$ cat src/rtl/run_seq_pkg.sv
// Shared types and default sizing for the run sequencer and its result FIFO.
package run_seq_pkg;

  localparam int unsigned DefDataW = 32;
  localparam int unsigned DefDepth = 8;
  localparam int unsigned DefCntW  = 16;
  localparam int unsigned WidthW   = 8;

  typedef enum logic [1:0] {
    IDLE,
    PULSE,
    GAP
  } run_state_t;

endpackage

$ cat src/rtl/result_fifo.sv
// Synchronous first-word-fall-through FIFO holding captured core results.
module result_fifo #(
  parameter int unsigned DATA_W = 32,
  parameter int unsigned DEPTH  = 8
) (
  input  logic                     clk,
  input  logic                     reset,
  input  logic                     wr_en,
  input  logic [DATA_W-1:0]        wr_data,
  input  logic                     rd_en,
  output logic [DATA_W-1:0]        rd_data,
  output logic                     full,
  output logic                     empty,
  output logic [$clog2(DEPTH):0]   count
);

  localparam int unsigned AddrW = $clog2(DEPTH);
  localparam int unsigned CntW  = AddrW + 1;

  logic [DATA_W-1:0] mem_q [DEPTH];
  logic [AddrW-1:0]  wr_ptr_q, wr_ptr_d;
  logic [AddrW-1:0]  rd_ptr_q, rd_ptr_d;
  logic [CntW-1:0]   count_q, count_d;
  logic              do_wr;
  logic              do_rd;

  assign full  = (count_q == CntW'(DEPTH));
  assign empty = (count_q == '0);
  assign count = count_q;

  // A read on a full FIFO frees the slot the simultaneous write lands in.
  assign do_rd = rd_en && !empty;
  assign do_wr = wr_en && (!full || do_rd);

  always_comb begin
    wr_ptr_d = wr_ptr_q;
    rd_ptr_d = rd_ptr_q;
    count_d  = count_q;
    if (do_wr) begin
      wr_ptr_d = wr_ptr_q + AddrW'(1);
    end
    if (do_rd) begin
      rd_ptr_d = rd_ptr_q + AddrW'(1);
    end
    case ({do_wr, do_rd})
      2'b10:   count_d = count_q + CntW'(1);
      2'b01:   count_d = count_q - CntW'(1);
      default: count_d = count_q;
    endcase
  end

  always_ff @(posedge clk or negedge reset) begin
    if (!reset) begin
      wr_ptr_q <= '0;
      rd_ptr_q <= '0;
      count_q  <= '0;
    end else begin
      wr_ptr_q <= wr_ptr_d;
      rd_ptr_q <= rd_ptr_d;
      count_q  <= count_d;
    end
  end

  always_ff @(posedge clk) begin
    if (do_wr) begin
      mem_q[wr_ptr_q] <= wr_data;
    end
  end

  assign rd_data = empty ? '0 : mem_q[rd_ptr_q];

endmodule

$ cat src/rtl/run_sequencer.sv
// Drives the core enable with a programmed train of pulses and captures the
// core result at the end of each pulse period into a readback FIFO.
module run_sequencer
  import run_seq_pkg::*;
#(
  parameter int unsigned DATA_W = DefDataW,
  parameter int unsigned DEPTH  = DefDepth,
  parameter int unsigned CNT_W  = DefCntW
) (
  input  logic              clk,
  input  logic              reset,
  input  logic              start,
  input  logic              abort,
  input  logic [CNT_W-1:0]  pulse_count,
  input  logic [7:0]        pulse_width,
  input  logic [CNT_W-1:0]  gap,
  output logic              enable_o,
  input  logic [DATA_W-1:0] core_result,
  output logic              busy,
  output logic              done,
  input  logic              rd_en,
  output logic [DATA_W-1:0] rd_data,
  output logic              empty,
  output logic              overflow
);

  localparam int unsigned TimerW   = (CNT_W > WidthW) ? CNT_W : WidthW;
  localparam int unsigned FifoCntW = $clog2(DEPTH) + 1;

  run_state_t         state_q, state_d;
  logic [CNT_W-1:0]   rem_q, rem_d;
  logic [WidthW-1:0]  width_q, width_d;
  logic [CNT_W-1:0]   gap_q, gap_d;
  logic [TimerW-1:0]  timer_q, timer_d;
  logic               enable_q, enable_d;
  logic               busy_q, busy_d;
  logic               done_q, done_d;
  logic               ovf_q, ovf_d;

  logic               capture;
  logic [WidthW-1:0]  width_eff;
  logic [CNT_W-1:0]   gap_eff;
  logic               fifo_full;
  logic [FifoCntW-1:0] fifo_count;
  logic               unused_fifo_count;

  // Zero-length phases would stall the counters, so they run as one cycle.
  assign width_eff = (pulse_width == '0) ? WidthW'(1) : pulse_width;
  assign gap_eff   = (gap == '0) ? CNT_W'(1) : gap;

  always_comb begin
    state_d  = state_q;
    rem_d    = rem_q;
    width_d  = width_q;
    gap_d    = gap_q;
    timer_d  = timer_q;
    enable_d = enable_q;
    busy_d   = busy_q;
    done_d   = 1'b0;
    ovf_d    = ovf_q;
    capture  = 1'b0;

    case (state_q)
      IDLE: begin
        if (start) begin
          width_d = width_eff;
          gap_d   = gap_eff;
          rem_d   = pulse_count;
          ovf_d   = 1'b0;
          if (pulse_count == '0) begin
            done_d = 1'b1;
          end else begin
            state_d  = PULSE;
            enable_d = 1'b1;
            busy_d   = 1'b1;
            timer_d  = TimerW'(width_eff) - TimerW'(1);
          end
        end
      end

      PULSE: begin
        if (abort) begin
          state_d  = IDLE;
          enable_d = 1'b0;
          busy_d   = 1'b0;
        end else if (timer_q == '0) begin
          state_d  = GAP;
          enable_d = 1'b0;
          timer_d  = TimerW'(gap_q) - TimerW'(1);
        end else begin
          timer_d = timer_q - TimerW'(1);
        end
      end

      GAP: begin
        if (abort) begin
          state_d  = IDLE;
          busy_d   = 1'b0;
        end else if (timer_q == '0) begin
          capture = 1'b1;
          rem_d   = rem_q - CNT_W'(1);
          if (rem_q == CNT_W'(1)) begin
            state_d = IDLE;
            busy_d  = 1'b0;
            done_d  = 1'b1;
          end else begin
            state_d  = PULSE;
            enable_d = 1'b1;
            timer_d  = TimerW'(width_q) - TimerW'(1);
          end
        end else begin
          timer_d = timer_q - TimerW'(1);
        end
      end

      default: begin
        state_d  = IDLE;
        enable_d = 1'b0;
        busy_d   = 1'b0;
      end
    endcase

    // Full FIFO only drops the word when no read frees a slot on this edge.
    if (capture && fifo_full && !rd_en) begin
      ovf_d = 1'b1;
    end
  end

  always_ff @(posedge clk or negedge reset) begin
    if (!reset) begin
      state_q  <= IDLE;
      rem_q    <= '0;
      width_q  <= '0;
      gap_q    <= '0;
      timer_q  <= '0;
      enable_q <= 1'b0;
      busy_q   <= 1'b0;
      done_q   <= 1'b0;
      ovf_q    <= 1'b0;
    end else begin
      state_q  <= state_d;
      rem_q    <= rem_d;
      width_q  <= width_d;
      gap_q    <= gap_d;
      timer_q  <= timer_d;
      enable_q <= enable_d;
      busy_q   <= busy_d;
      done_q   <= done_d;
      ovf_q    <= ovf_d;
    end
  end

  result_fifo #(
    .DATA_W (DATA_W),
    .DEPTH  (DEPTH)
  ) u_fifo (
    .clk     (clk),
    .reset   (reset),
    .wr_en   (capture),
    .wr_data (core_result),
    .rd_en   (rd_en),
    .rd_data (rd_data),
    .full    (fifo_full),
    .empty   (empty),
    .count   (fifo_count)
  );

  assign unused_fifo_count = ^fifo_count;

  assign enable_o = enable_q;
  assign busy     = busy_q;
  assign done     = done_q;
  assign overflow = ovf_q;

endmodule
$ cat config.mk
export PLATFORM = sky130hd
export DESIGN_NAME = run_sequencer
export DESIGN_NICKNAME = d
export VERILOG_FILES = /design/src/rtl/run_seq_pkg.sv /design/src/rtl/result_fifo.sv /design/src/rtl/run_sequencer.sv
export SDC_FILE = /design/constraint.sdc
export NUM_CORES = 1
export LEC_CHECK = 0
export ABC_AREA = 1
export BUFFER_PORTS_ARGS = -buffer_cell sky130_fd_sc_hd__buf_2
export CAP_MARGIN = 20
export CORE_ASPECT_RATIO = 1.4
export CORE_MARGIN = 2
export CORE_UTILIZATION = 50
export CTS_BUF_LIST = sky130_fd_sc_hd__clkbuf_16
export CTS_CLUSTER_DIAMETER = 30
export DETAILED_ROUTE_END_ITERATION = 10
export HOLD_SLACK_MARGIN = 0.1
export PLACE_DENSITY = 0.69
export SLEW_MARGIN = 20
export SYNTH_ARGS = -nofsm -noshare
export SYNTH_HDL_FRONTEND = slang
export SYNTH_HIERARCHICAL = 1
export SYNTH_SLANG_ARGS = --single-unit
$ cat constraint.sdc
create_clock -name clk -period 13.79 [get_ports clk]
set_clock_uncertainty 0.2 [all_clocks]
set_input_delay 0.6895 -clock clk [delete_from_list [all_inputs] [get_ports clk]]
set_output_delay 0.6895 -clock clk [all_outputs]
set_load 0.03 [all_outputs]
==> reports/qor.yml, run 1 <==
worst_setup_path:
  worstPathCellList: "clkinv_2 -> buf_4 -> o21ai_0 -> o21ai_0 -> o21ai_0 -> nor2_1 -> buf_2"
  cpMostUsedCell: "o21ai_0"
  path_buf_inv: 3
  worstPathMaxFanout: 69
  cp.arrival_ns: 3.66
  cp-start-kind: "flop"
  worstSetupPathType: "reg2out"
  worst_path_max_delay_cell: "clkinv_2"
  slowest_delay_ns: 0.81
  cp_top_family: "buffers and inverters"
  ff2ff_path_depth: 11
  worstSetupEndpointType: "primary output"
  required_ns: 12.90
  worstReg2RegStart: "timer_q[0]"
  reg2reg_slack_ns: 10.34
  worstReg2RegEnd: "u_fifo/mem_q[6][31]"
detailed_routing:
  postRouteAntennaNets: 0
  routed_wl_um: 35370
  wire_per_inst_um: 16.63
  vias_per_cell: 5.409
  vias: 11500
  drc: 0
  drt-initial-drc-count: 733
  detail_route.first_pass.iterations: 5
die:
  die-area_um2: 32190
  io_pins: 114
  rows: 76
  fp.coreArea_um2: 30520
  die_y_um: 211.5
  die_x_um: 152.2
  start_util_pct: 50.37
synth:
  synth_top_family_by_area: "simple AND/OR/NAND/NOR gates"
  synth_compound_area_share_pct: 11.69
  synth_area_um2: 15380
  synthSimpleGateAreaFrac_pct: 18.70
  synth_top_flop_cell: "edfxtp_1"
  synth-edff-count: 256
  syn_avg_cell_area_um2: 9.787
  synth_seq_area_share_pct: 61.71
  ys_async_sr_fraction_pct: 21.95
  synth_cell_types: 48
  yosys_warnings: 6
  synth_nets: 1664
  synth_cells: 1571
  synthXorXnorAreaFrac_pct: 1.367
  ys_ff_latch: 328
  synth_mux_area_share_pct: 0
  synth_fa_ha_area_share_pct: 1.351
clock_tree:
  cts_buffers: 56
  clockBufferDepth: 3
  htreeDepth: 2
  clock_sinks: 328
  holdBufCountCts: 0
  clockRootBuffer: "clkbuf_16"
  cts_setup_buffers: 0
  cts_tree: "done"
  cts.reportedPaths.clkPinSlew_ns: 0.05
  clkLatencyLatePin_ns: 0.57
  cts_resized: 0
place:
  dpl.cell_count: 2019
  dp_hpwl_um: 20860
  dpl_cell_area_um2: 16190
  gp_congestion: 0.8969
  portBuffers: 113
  dp_slack_ns: 9.831
power:
  power.density_nw_per_um2: 228.3
  vdd_drop_max_mv: 0.1938
  p_leak_nw: 7.077
  p_total_mw: 4.137
sta:
  rsz0062_at_grt: "no"
  slew_headroom_pct: 24.18
  finalHoldViolCount: 0
  finalCritPeriodShare_pct: 33.03
  fmax_mhz: 219.6
  fin_setup_tns_ns: 0
  setup_viol: 0
  slew_viol_final: 0
  finalCriticalPeriod_ns: 4.554
  post-route-worst-setup-slack_ns: 9.236
  tightest_slew_ns: 1.137
cells_and_area:
  area_delta_synth_final_pct: 17.85
  drive_above_1_share_pct: 16.24
  antenna_cells: 0
  fin_cells: 2126
  stdcell_area_um2: 18120
  nNetsFinal: 1781
grt:
  grt_util_all_layers_pct: 21.64
  grt_max_degree: 110
  grt_pass1_wl_um: 56020
  grt_pass1_vias: 11260
  grt_remaining_overflow: 0
  grt_antenna_before_repair: 0
hold_path:
  worst_hold_path.endpoint: "gap_q[5]"
  hold_depth: 3
  hp-class: "in2reg"
  min_from: "gap[5]"
run:
  cap_violations: 0
outcome:
  status: "completed"
tightest hold or removal path, cell delays in order:
cell and delay, ns:
buf_2 0.09, nand2_1 0.05, nand2_1 0.05
per-stage QoR:
step	hold WS (ns)	util, %
global placement	0.2704	53.04
global route	0.1369	59.36
floorplan	0.1939	-
finish	0.1434	59.36
CTS	0.1102	59.27
detailed placement	0.2797	53.04
synthesized netlist by cell type, types with 4 or more instances:
| library cell | n | area [µm²] |
|---|---|---|
| nand2_1 | 211 | 792.0 |
| buf_4 | 7 | 52.55 |
| buf_2 | 16 | 80.08 |
| nor4_1 | 7 | 43.79 |
| nor3_1 | 11 | 55.05 |
| buf_6 | 6 | 67.56 |
| xor2_1 | 17 | 148.9 |
| clkbuf_2 | 5 | 25.02 |
| o211ai_1 | 5 | 37.54 |
| a21oi_1 | 32 | 160.2 |
| o21ai_1 | 81 | 405.4 |
| nand3b_1 | 4 | 30.03 |
| nand3_1 | 54 | 270.3 |
| xnor2_1 | 7 | 61.31 |
| nand2_2 | 7 | 43.79 |
| inv_1 | 93 | 349.1 |
| inv_2 | 8 | 30.03 |
| edfxtp_1 | 256 | 7687 |
| dfrtp_1 | 72 | 1802 |
| nor2_2 | 9 | 56.30 |
| nor2_1 | 355 | 1333 |
| clkbuf_1 | 29 | 108.9 |
| nand4_1 | 14 | 87.58 |
| o21ai_0 | 209 | 1046 |
| ha_1 | 15 | 187.7 |
power by group:
part	total [mW]	internal, mW	switching, mW
Clock	1.35	0.844	0.510
Sequential	1.30	1.17	0.130
Combinational	1.48	0.454	1.03
worst max path at each step:
stage	from	end	slack, ns	cells past startpoint
2_1_floorplan	timer_q[0]	u_fifo/mem_q[5][0]	8.53	10
3_3_place_gp	u_fifo/rd_ptr_q[0]	rd_data[25]	9.87	7
3_5_place_dp	u_fifo/rd_ptr_q[0]	rd_data[31]	9.83	7
4_1_cts	u_fifo/rd_ptr_q[0]	rd_data[18]	9.21	7
5_1_grt	u_fifo/rd_ptr_q[0]	rd_data[18]	8.92	7
6_report	u_fifo/rd_ptr_q[0]	rd_data[31]	9.24	7
flip-flops by register name, indices dropped and copies added, names as in the netlist:
signal and cells:
u_fifo/mem_q 256, gap_q 16, rem_q 16, timer_q 16, width_q 8, u_fifo/count 4
u_fifo/rd_ptr_q 3, u_fifo/wr_ptr_q 3, state_q 2, busy 1, done 1, enable_o 1
overflow 1
cells in the final DEF, fill, tap and decap left out, drive strengths merged:
cell type  instances
o211ai             5
nand2            221
edfxtp           256
nand3b             4
inv              113
a21oi             34
a31oi              2
dfrtp             72
ha                15
clkinv            17
and2               1
clkbuf            57
bufinv             4
nor4               7
o31ai              2
nand3             56
o22ai              3
buf              129
a2bb2oi            1
o32ai              2
a22oi              4
o21ai            290
xor2              17
clkinvlp          18
nor3              13
a211oi             1
fa                 1
nor2             368
xnor2              7
a32o               1
nand4             14
nor3b              1
routing by layer:
metal / track usage (%) / routed length (µm)
met4: 9.539 / 1156
met3: 3.501 / 1611
met1: 25.50 / 14450
met5: 0 / 0
met2: 39.08 / 18140
area by class of cell:
class | instances | area (µm²)
Timing Repair Buffer | 129 | 705.7
Fill cell | 2509 | 12400
Clock inverter | 49 | 476.7
Sequential cell | 328 | 9497
Inverter | 103 | 387.9
Clock buffer | 57 | 1426
Multi-Input combinational cell | 1070 | 5139
Tap cell | 390 | 488.0
cell families (layout without fill, tap and decap cells):
family | Yosys count | after routing
buf+inv | 173 | 338
xor+xnor | 24 | 24
fa+ha+maj | 16 | 16
compound gates | 345 | 345
simple gates | 685 | 685
flops | 328 | 328
Note: power is estimated with default switching activity, not from simulation.
==> run 2, diff against run 1 <==
Settings changed: ABC_AREA 1 to 0.
Clock period 13.79 ns to 4.6 ns, I/O delays scaled along.
==> reports/qor.yml, run 2 <==
grt:
  grt_remaining_overflow: 0  # unchanged
  grt_pass1_wl_um: 50960  # -9.0%
  grt_util_all_layers_pct: 21.56  # -0.088 points
  grt_pass1_vias: 9614  # -15%
  grt_max_degree: 40  # -64%
  grt_antenna_before_repair: 2  # +2
worst_setup_path:
  critPathLaunch: "timer_q[7]"
  cp.arrival_ns: 3.77  # +0.11 ns
  worstSetupPathType: "reg2reg"
  worstSetupEndpointType: "flop"
  ff2ff_path_depth: 9  # -2
  required_ns: 4.66  # -8.24 ns
  worstPathMaxFanout: 25  # -64%
  worstReg2RegStart: "timer_q[7]"
  cp-start-kind: "flop"
die:
  die_y_um: 206.5  # -2.4%
  die_x_um: 148.6  # -2.3%
  start_util_pct: 50.53  # +0.16 points
  die-area_um2: 30690  # -4.7%
  io_pins: 114  # unchanged
  fp.coreArea_um2: 28980  # -5.1%
  rows: 74  # -2.6%
sta:
  finalCriticalPeriod_ns: 3.718
  post-route-worst-setup-slack_ns: 0.8818  # -8.354 ns
  slew_viol_final: 0  # unchanged
  fin_setup_tns_ns: 0  # unchanged
  fmax_mhz: 268.9
  finalCritPeriodShare_pct: 80.83
  rsz0062_at_grt: "no"
  slew_headroom_pct: 30.47  # +6.3 points
  setup_viol: 0  # unchanged
  holdWs_ns: 0.1171  # -0.02630 ns
  tightest_slew_ns: 1.040  # -0.09681 ns
  finalHoldViolCount: 0  # unchanged
power:
  p_leak_nw: 6.627  # -6.4%
  power.density_nw_per_um2: 653.6  # +190%
  vdd_drop_max_mv: 0.5459  # +180%
detailed_routing:
  wire_per_inst_um: 20.16  # +21%
  routed_wl_um: 32500  # -8.1%
  postRouteAntennaNets: 0  # unchanged
  drc: 0  # unchanged
  vias: 9269  # -19%
  detail_route.first_pass.iterations: 5  # unchanged
  vias_per_cell: 5.750  # +6.3%
  drt-initial-drc-count: 516  # -30%
place:
  dp_slack_ns: 0.8929  # -8.938 ns
  portBuffers: 113  # unchanged
  gp_congestion: 0.8565  # -4.5%
  dp_hpwl_um: 19930  # -4.5%
cells_and_area:
  drive_above_1_share_pct: 28.13  # +12 points
  largest_reg_flops: 256  # unchanged
  fill_cells: 2058  # -18%
  nNetsFinal: 1279  # -28%
  area_delta_synth_final_pct: 25.53
  final_common_cell: "edfxtp_1"
  largest_register: "u_fifo/mem_q"
  most-common-layout-cells: "edfxtp_1 (256), buf_2 (113), dlygate4sd3_1 (77)"
clock_tree:
  clock_sinks: 328  # unchanged
  cts_setup_buffers: 0  # unchanged
  clockBufferDepth: 3  # unchanged
  htreeDepth: 2  # unchanged
  clkLatencyLatePin_ns: 0.57  # about the same
  cts_resized: 0  # unchanged
  cts_buffers: 54  # -3.6%
  cts_tree: "done"
  clockRootBuffer: "clkbuf_16"
  cts.reportedPaths.clkPinSlew_ns: 0.06  # about the same
  holdBufCountCts: 77  # +77
synth:
  synth_cells: 966  # -39%
  yosys_warnings: 6  # unchanged
  synth-edff-count: 256  # unchanged
  ys_async_sr_fraction_pct: 21.95  # unchanged
  synth_area_um2: 14640  # -4.8%
  synth_area_leaders: "edfxtp_1 (52%), dfrtp_1 (12%), mux4_2 (9.8%)"
  ys_ff_latch: 328  # unchanged
  syn_avg_cell_area_um2: 15.16  # +55%
  synth.most_common_cell: "edfxtp_1"
  synth_cell_types: 75  # +56%
  synth_top_area_cell: "edfxtp_1"
  synth_top_flop_cell: "edfxtp_1"
  ys_top_cells_by_count: "edfxtp_1 (256), nor2_1 (74), dfrtp_1 (72)"
  synth_nets: 1059  # -36%
  synth_seq_area_share_pct: 64.80  # +3.1 points
  synth_top_area_share_pct: 52.49  # +2.5 points
hold_path:
  hp-class: "in2async"
run:
  cap_violations: 0  # unchanged
outcome:
  status: "completed"
## run 2: worst max-delay path: stages, from the launching register on
cell	delay, ns
dfrtp_1	0.46
nor4_4	0.48
and4_1	0.46
nand2_1	0.16
nor3_2	0.12
buf_4	0.19
o31a_4	0.19
or2b_1	0.37
nor3_4	0.48
buf_12	0.29
## run 2: layer usage
layer	up-vias	global-route usage (%)	routed length, µm
met5	-	0	0
met1	4652	25.00	12420
met2	280	39.75	17520
met4	0	8.503	1011
li1	4273	-	-
met3	64	3.576	1548
## run 2: kinds of logic (layout without fill, tap and decap cells)
family	Yosys count	count (layout)	share of synthesized area, %
AOI/OAI and AO/OA	147	147	6.519
xor gates and xnor gates	31	31	1.854
DFF	328	328	64.80
and+or+nand+nor	249	249	9.014
muxes	123	123	14.11
buffers and inverters	72	336	2.281
adders and majority gates	16	16	1.418
other	0	2	0
## run 2: path summary, 6_finish.rpt
path	slack, ns	end
worst min register to register	0.31	enable_o
worst max-delay path	0.88	u_fifo/mem_q[0][19]
worst min-delay path	0.12	timer_q[6]
worst max register to register	0.88	u_fifo/mem_q[0][19]
min in group clk	0.25	gap_q[7]
max in group asynchronous	3.04	gap_q[11]
## run 2: layout make-up
cell class / instances / area, µm² / area share, %
Multi-Input combinational cell: 566 / 4896 / 26.63
Inverter: 21 / 78.83 / 0.4288
Clock buffer: 54 / 1351 / 7.351
Tap cell: 380 / 475.5 / 2.586
Antenna cell: 2 / 5.005 / 0.02723
Timing Repair Buffer: 215 / 1574 / 8.562
Clock inverter: 46 / 506.7 / 2.757
Sequential cell: 328 / 9495 / 51.65
## run 2: per-stage QoR
stage / util, % / std cells / cell area, µm² / power [mW]
6_report: 63.43 / 1612 / 18380 / 12.02
5_1_grt: 63.43 / 1612 / 18380 / 12.64
3_3_place_gp: 54.34 / 1433 / 15750 / 7.959
2_1_floorplan: - / 966 / 14650 / 6.989
4_1_cts: 63.41 / 1610 / 18380 / 12.11
3_5_place_dp: 54.34 / 1433 / 15750 / 8.007
## run 2: power by group
part           switching (mW)  internal, mW  total, mW
sequential              0.495          3.51       4.00
clock                    1.52          2.49       4.01
combinational            2.32          1.69       4.01
total                    4.33          7.68       12.0
==> run 3, diff against run 2 <==
Settings changed: PLACE_DENSITY 0.69 to 0.72.
Clock period 4.6 ns to 3.2 ns, I/O delays scaled along.
==> reports/qor.yml, run 3 (synthesis results as in run 2) <==
sta:
  fmax_mhz: 323.4  # +20%
  setup_viol: 0  # unchanged
  tightest_slew_ns: 0.6480  # -0.3925 ns
  slew_viol_final: 0  # unchanged
  slew_headroom_pct: 56.40  # +26 points
  finalCritPeriodShare_pct: 96.64  # +16 points
  finalHoldViolCount: 0  # unchanged
  post-route-worst-setup-slack_ns: 0.1077  # -0.7741 ns
  finalCriticalPeriod_ns: 3.092  # -0.6259 ns
cells_and_area:
  seqCellArea_um2: 9498  # about the same
  antenna_cells: 0  # -2
  drive_above_1_share_pct: 29.39  # +1.3 points
  multiInputGateArea_um2: 4918  # +0.46%
  largest_register: "u_fifo/mem_q"
  area_delta_synth_final_pct: 27.28
  fin_cells: 1639  # +1.7%
  fill_cells: 2009  # -2.4%
  largest_reg_flops: 256  # unchanged
  most-common-layout-cells: "edfxtp_1 (256), buf_2 (113), dlygate4sd3_1 (84)"
  nNetsFinal: 1307  # +2.2%
  final_common_cell: "edfxtp_1"
outcome:
  status: "completed"
detailed_routing:
  detail_route.first_pass.iterations: 5  # unchanged
  postRouteAntennaNets: 0  # unchanged
  vias: 9472  # +2.2%
  drt-initial-drc-count: 568  # +10%
  wire_per_inst_um: 21.26  # +5.4%
  routed_wl_um: 34840  # +7.2%
  vias_per_cell: 5.779  # +0.51%
  drc: 0  # unchanged
place:
  portBuffers: 113  # unchanged
  dpl.cell_count: 1454  # +1.5%
  dp_hpwl_um: 21380  # +7.3%
  gp_congestion: 0.8787  # +2.6%
  dp_slack_ns: 0.1677  # -0.7253 ns
clock_tree:
  cts.reportedPaths.clkPinSlew_ns: 0.07  # about the same
  cts_setup_buffers: 0  # unchanged
  cts_tree: "done"
  clock_sinks: 328  # unchanged
  clockRootBuffer: "clkbuf_16"
  cts_buffers: 53  # -1.9%
  htreeDepth: 2  # unchanged
  clockBufferDepth: 3  # unchanged
  clkLatencyLatePin_ns: 0.55  # -0.02 ns
die:
  start_util_pct: 50.53  # unchanged
  die-area_um2: 30690  # unchanged
  rows: 74  # unchanged
  fp.coreArea_um2: 28980  # unchanged
  die_y_um: 206.5  # unchanged
  io_pins: 114  # unchanged
  die_x_um: 148.6  # unchanged
worst_setup_path:
  cp.arrival_ns: 3.37  # -0.40 ns
  worstSetupEndpointType: "flop"
  worstReg2RegEnd: "rem_q[4]"
  worstReg2RegStart: "timer_q[2]"
  worstPathMaxFanout: 10  # -60%
  cp-start-kind: "flop"
  ff2ff_path_depth: 8  # -1
  required_ns: 3.48  # -1.18 ns
  reg2reg_slack_ns: 0.11  # -0.77 ns
  worstSetupPathType: "reg2reg"
grt:
  grt_pass1_wl_um: 54990  # +7.9%
  grt_antenna_before_repair: 0  # -2
  grt_remaining_overflow: 0  # unchanged
  grt_util_all_layers_pct: 23.37  # +1.8 points
  grt_max_degree: 50  # +25%
  grt_pass1_vias: 9986  # +3.9%
power:
  p_leak_nw: 6.784  # +2.4%
  power.density_nw_per_um2: 929.5  # +42%
  vdd_drop_max_mv: 0.8041  # +47%
  p_int_mw: 11.01  # +43%
  power.share.combinational_pct: 35.0  # +1.6 points
  pwr-share-seq_pct: 33.4  # about the same
  power_switching_mw: 6.318  # +46%
  pwr-share-clk_pct: 31.6  # -1.7 points
  swShare_pct: 36.47  # +0.42 points
hold_path:
  hp-class: "in2reg"
  worst_hold_path.endpoint: "u_fifo/mem_q[3][19]"
  hold_depth: 2
  min_from: "core_result[19]"
run:
  cap_violations: 0  # unchanged
run 3: cell count changes in the layout (fill, tap and decap cells not counted), moves of 3 or more:
cell           delta
inv_1             +5
dlygate4sd3_1     +7
clkinv_4          +3
clkinv_8          -4
buf_4            +14
buf_12            +8
run 3: cell type report:
class | count | share of cell area, %
clock buffers | 53 | 7.116
flip-flops and latches | 328 | 50.96
well taps | 380 | 2.551
multi-input cells | 566 | 26.39
inverters | 21 | 0.4229
repair buffers | 244 | 10.24
clock inverters | 47 | 2.323
run 3: power groups by stage:
stage	registers (mW)	logic [mW]	clock network (mW)
2_1_floorplan	5.51	4.54	0
3_3_place_gp	5.83	5.76	0
3_5_place_dp	5.86	5.86	0
4_1_cts	5.79	6.06	5.55
5_1_grt	5.88	6.56	5.75
6_report	5.79	6.06	5.47
run 3: how the worst max path moves through the flow:
stage | slack, ns | cells past startpoint | from | to
floorplan | -0.59 | 9 | timer_q[2] | u_fifo/mem_q[0][0]
global placement | 0.21 | 9 | timer_q[2] | u_fifo/mem_q[0][14]
detailed placement | 0.17 | 9 | timer_q[2] | u_fifo/mem_q[0][14]
CTS | 0.09 | 9 | state_q[0] | rem_q[4]
global route | -0.0003 | 12 | timer_q[2] | u_fifo/count[3]
finish | 0.11 | 8 | timer_q[2] | rem_q[4]
run 3: timing repair:
action,in CTS,in global routing
endpoints found under the setup margin,0,7
gates resized for setup,0,5
hold buffers,85,0
endpoints found under the hold margin,392,0
run 3: per-stage QoR:
step	utilization [%]	setup TNS (ns)	cell area (µm²)	hold slack, ns	power, mW
2_1_floorplan	-	-70.50	14740	-0.3356	10.06
3_3_place_gp	55.24	0	16010	0.05781	11.60
3_5_place_dp	55.24	0	16010	0.06315	11.72
4_1_cts	64.28	0	18630	0.1514	17.40
5_1_grt	64.32	-0.0002665	18640	0.1826	18.20
6_report	64.32	0	18640	0.1794	17.32
run 3: worst max-delay path, stage by stage (launching register included):
cell	delay (ns)
dfrtp_2	0.46
nor4_4	0.31
buf_4	0.21
nand4_4	0.17
o31ai_4	0.33
nand2_2	0.20
or4_1	0.51
nand3_1	0.09
dlygate4sd3_1	0.55
run 3: routing by layer:
layer	share of wire, %	wire length, µm	track usage, %	vias to the layer above
met2	54	18730	42.72	324
met4	3.0	1053	9.014	0
met3	5.7	1979	3.929	76
met5	0	0	0	-
met1	38	13080	27.52	4743
li1	-	-	-	4329
